File: src/rtl/pipelined_barrel_shifter.sv
// Pipelined multi-mode barrel shifter: LSL/LSR/ASR/ROL/ROR/PASS over log2(WIDTH)
// registered stages, with carry-out and zero flags and a valid/ready stall.
module pipelined_barrel_shifter #(
    parameter int WIDTH = 8,
    parameter int SHW   = $clog2(WIDTH)
) (
    input  logic             clk,
    input  logic             rst,
    input  logic             in_valid,
    output logic             in_ready,
    input  logic [WIDTH-1:0] in_data,
    input  logic [SHW-1:0]   in_shamt,
    input  logic [2:0]       in_mode,
    output logic             out_valid,
    input  logic             out_ready,
    output logic [WIDTH-1:0] out_data,
    output logic             out_carry,
    output logic             out_zero
);

    localparam logic [2:0] MODE_LSL = 3'b000;
    localparam logic [2:0] MODE_LSR = 3'b001;
    localparam logic [2:0] MODE_ASR = 3'b010;
    localparam logic [2:0] MODE_ROL = 3'b011;
    localparam logic [2:0] MODE_ROR = 3'b100;

    // The whole pipe moves as one; it only freezes when an unread result blocks the output.
    logic advance_s;
    logic zero_r;

    assign advance_s = !out_valid || out_ready;
    assign in_ready  = advance_s;

    for (genvar k = 0; k < SHW; k++) begin : g_stage
        localparam int AMT = 1 << k;

        logic [WIDTH-1:0] d_s;
        logic [WIDTH-1:0] q_s;
        logic [SHW-1:0]   sh_s;
        logic [2:0]       m_s;
        logic             c_s;
        logic             cq_s;
        logic             v_s;

        logic [WIDTH-1:0] data_r;
        logic             carry_r;
        logic             valid_r;

        if (k == 0) begin : g_src
            assign d_s  = in_data;
            assign sh_s = in_shamt;
            assign m_s  = in_mode;
            assign c_s  = 1'b0;
            assign v_s  = in_valid;
        end else begin : g_src
            assign d_s  = g_stage[k-1].data_r;
            assign sh_s = g_stage[k-1].g_ctl.shamt_r;
            assign m_s  = g_stage[k-1].g_ctl.mode_r;
            assign c_s  = g_stage[k-1].carry_r;
            assign v_s  = g_stage[k-1].valid_r;
        end

        // Conditional 2^k step; carry keeps the most recent bit pushed off the end.
        always_comb begin
            q_s  = d_s;
            cq_s = c_s;
            if (sh_s[k]) begin
                case (m_s)
                    MODE_LSL: begin
                        q_s  = d_s << AMT;
                        cq_s = d_s[WIDTH-AMT];
                    end
                    MODE_LSR: begin
                        q_s  = d_s >> AMT;
                        cq_s = d_s[AMT-1];
                    end
                    MODE_ASR: begin
                        q_s  = $signed(d_s) >>> AMT;
                        cq_s = d_s[AMT-1];
                    end
                    MODE_ROL: begin
                        q_s  = (d_s << AMT) | (d_s >> (WIDTH - AMT));
                        cq_s = 1'b0;
                    end
                    MODE_ROR: begin
                        q_s  = (d_s >> AMT) | (d_s << (WIDTH - AMT));
                        cq_s = 1'b0;
                    end
                    default: begin
                        q_s  = d_s;
                        cq_s = 1'b0;
                    end
                endcase
            end else begin
                q_s  = d_s;
                cq_s = c_s;
            end
        end

        // Stage data/carry/valid register.
        always_ff @(posedge clk) begin
            if (rst) begin
                data_r  <= {WIDTH{1'b0}};
                carry_r <= 1'b0;
                valid_r <= 1'b0;
            end else if (advance_s) begin
                data_r  <= q_s;
                carry_r <= cq_s;
                valid_r <= v_s;
            end
        end

        if (k < SHW - 1) begin : g_ctl
            logic [SHW-1:0] shamt_r;
            logic [2:0]     mode_r;

            // Control fields travel with the operand to the later stages.
            always_ff @(posedge clk) begin
                if (rst) begin
                    shamt_r <= {SHW{1'b0}};
                    mode_r  <= 3'b000;
                end else if (advance_s) begin
                    shamt_r <= sh_s;
                    mode_r  <= m_s;
                end
            end
        end else begin : g_last
            // Zero flag is taken from the final data so it is registered alongside it.
            always_ff @(posedge clk) begin
                if (rst) begin
                    zero_r <= 1'b0;
                end else if (advance_s) begin
                    zero_r <= (q_s == {WIDTH{1'b0}});
                end
            end
        end
    end

    assign out_valid = g_stage[SHW-1].valid_r;
    assign out_data  = g_stage[SHW-1].data_r;
    assign out_carry = g_stage[SHW-1].carry_r;
    assign out_zero  = zero_r;

endmodule

File: config.mk
export PLATFORM = sky130hd
export DESIGN_NAME = pipelined_barrel_shifter
export DESIGN_NICKNAME = d
export VERILOG_FILES = /design/src/rtl/pipelined_barrel_shifter.sv
export SDC_FILE = /design/constraint.sdc
export NUM_CORES = 1
export LEC_CHECK = 0
export BUFFER_PORTS_ARGS = -buffer_cell sky130_fd_sc_hd__buf_2
export CAP_MARGIN = 20
export CORE_ASPECT_RATIO = 0.75
export CORE_MARGIN = 3
export CORE_UTILIZATION = 60
export CTS_CLUSTER_DIAMETER = 30
export CTS_CLUSTER_SIZE = 20
export DETAILED_ROUTE_END_ITERATION = 10
export PLACE_DENSITY_LB_ADDON = 0.3
export SLEW_MARGIN = 40
export SYNTH_ARGS = -nofsm -noshare
export SYNTH_HDL_FRONTEND = slang
export SYNTH_SLANG_ARGS = --single-unit
File: constraint.sdc
create_clock -name clk -period 3.89 [get_ports clk]
set_clock_uncertainty 0.05 [all_clocks]
set_input_delay 0.5835 -clock clk [delete_from_list [all_inputs] [get_ports clk]]
set_output_delay 0.5835 -clock clk [all_outputs]
set_load 0.1 [all_outputs]
==> results.ini <==
[outcome]
outcome = complete, no violations

[finish]
drive_gt1_frac = 0.163
multi_input_area_um2 = 1500
diodes = 0
final_nets = 348
final_cells = 383
area_growth_pct = 7.42
fillers = 319
layout_commonest_cell = nand2_1
final_cell_mix = 59 x nand2_1, 48 x a21oi_1, 40 x dfxtp_1
regArea_um2 = 801
stdcell_area_um2 = 2650

[grt]
overflow = 0
grt_pass1_vias = 2046
grt_pass1_wl_um = 9590
gr-usage-all-layers = 0.248
antenna_found_initial = 0
grt_max_degree = 52

[sta]
slew_headroom = 0.515
rsz0062_at_grt = no
final.period_utilization = 0.590
setup-violations-final = 0
worstMarginPinSlew_ps = 728
slew_viol_final = 0
holdWs_ps = 406
finalHoldViolations = 0
fin_crit_ps = 2300
max_freq_mhz = 436
finalSetupTns_ps = 0

[cts]
cts_max_level = 2
clk_latency_ps = 290
ctsHoldBuffers = 0
post_cts_resized = 0
post-cts-setup-buffer-count = 0
cts_tree = done
clockBufferDepth = 2
clock-sinks = 40
clkTransAtPathRegs_ps = 80
numCtsBuffers = 5
cts_root_buf = clkbuf_8

[routing]
dr_total_vias = 2419
antenna_left = 0
drc_errors = 0
firstDrtPassIters = 5
viasPerCell = 6.32
routedWlPerCell_um = 15.2
drt_wl_total_um = 5800
drt_iter0_markers = 235

[worst_hold_path]
hold_path.class = reg -> reg

[setup_path]
start_kind = input pin
cp_max_fo = 51
worstPathArrival_ps = 1660
crit_required_ps = 3260
endpoint_kind = output pin
crit_type = in -> out

[pwr]
peakVddDrop_v = 0.000303
power_mw = 1.01
power_density_nw_per_um2 = 380
leakage_nw = 1.01

[floorplanning]
coreArea_um2 = 3800
start_util = 0.647
die_x_um = 80.0
die_h_um = 61.5
ioPinCount = 30
fp-row-count = 19
die_area_um2 = 4920

[job]
max_cap_violations = 0

[logic_synthesis]
synth-main-ff-cell = dfxtp_1
mappedNetlistNets = 339
netlist_area_um2 = 2460
synth_largest_area_cell = dfxtp_1
syn_area_per_cell_um2 = 7.67
synth_cells = 321
synthDistinctLibCells = 50
yosys-top-cells-area = dfxtp_1 33%, a21oi_1 9.8%, nand2_1 9.0%, a211o_1 4.6%, mux2i_1 3.3%
synth_edf_count = 0
yosys_warnings = 0
ys_async_sr_fraction = 0
yosysSeqAreaShare = 0.325
postSynthRegisterBits = 40
synth.top_cell.area_share = 0.325

[placed_design]
dpl.hpwl_um = 4010
dp.cells = 375
postPlaceCellArea_um2 = 2560
port_buffers = 29
gp_congestion = 0.897

[worst max-delay path, stage by stage]
cell and delay, ps:
buf_2 110, nor2b_4 90, buf_4 430, inv_1 120
buf_2 320
[through the flow]
step           setup slack (ps)   util
3_3_place_gp               1630  0.672
2_1_floorplan              1400      -
6_report                   1590  0.695
3_5_place_dp               1600  0.672
4_1_cts                    1600  0.695
5_1_grt                    1520  0.695
[final timing paths]
path	start	end	slack, ps	cells after the start
hold / removal	g_stage[1].valid_r	g_stage[1].valid_r	410	2
setup reg to reg	g_stage[1].g_ctl.mode_r[2]	out_zero	1860	5
setup / recovery	out_ready	in_ready	1590	5
hold reg to reg	g_stage[1].valid_r	g_stage[1].valid_r	410	2
[flip-flops by register name, indices dropped and copies added (netlist names)]
register	count
g_stage.valid_r	2
g_stage.g_ctl.mode_r	6
out_valid	1
g_stage.g_ctl.shamt_r	3
g_stage.carry_r	2
out_zero	1
out_data	8
out_carry	1
g_stage.data_r	16
[synthesized netlist by cell type (5+ instances only)]
cell type	n
a211o_1	13
o2111ai_1	5
o21ai_0	12
a211oi_1	5
inv_1	8
nand2_1	59
a21oi_1	48
clkbuf_1	17
mux2i_1	8
buf_2	8
nor2_1	20
nor2b_1	6
dfxtp_1	40
o22ai_1	10
[layer usage]
metal | part of all wire | global-route usage | wire length [um]
met1 | 0.50 | 0.383 | 2890
met3 | 0.075 | 0.0482 | 436
met4 | 0.012 | 0.0843 | 68
met5 | 0 | 0 | 0
met2 | 0.41 | 0.341 | 2410
[cells by family (layout without fill, tap and decap cells)]
group                     after synthesis  in the layout  share of synthesized area
AOI/OAI and AO/OA                     125            125                      0.337
muxes                                  14             14                     0.0630
xor gates and xnor gates                4              4                     0.0249
buffers and inverters                  37             47                     0.0681
DFF                                    40             40                      0.325
and+or+nand+nor                       101            101                      0.181
[where the power goes]
part / switching [mW] / leakage, nW / total [mW] / internal, mW
Clock: 0.150 / 0.0479 / 0.275 / 0.125
Sequential: 0.0451 / 0.330 / 0.483 / 0.438
Combinational: 0.156 / 0.629 / 0.247 / 0.0908
Total: 0.351 / 1.01 / 1.01 / 0.654
[cell type report]
cell class,count,area share
repair buffers,31,0.0605
clock inverters,3,0.00710
clock buffers,5,0.0260
multi-input cells,244,0.568
inverters,8,0.0114
flip-flops and latches,40,0.303
well taps,52,0.0246
Note: power is estimated with default switching activity, not from simulation.
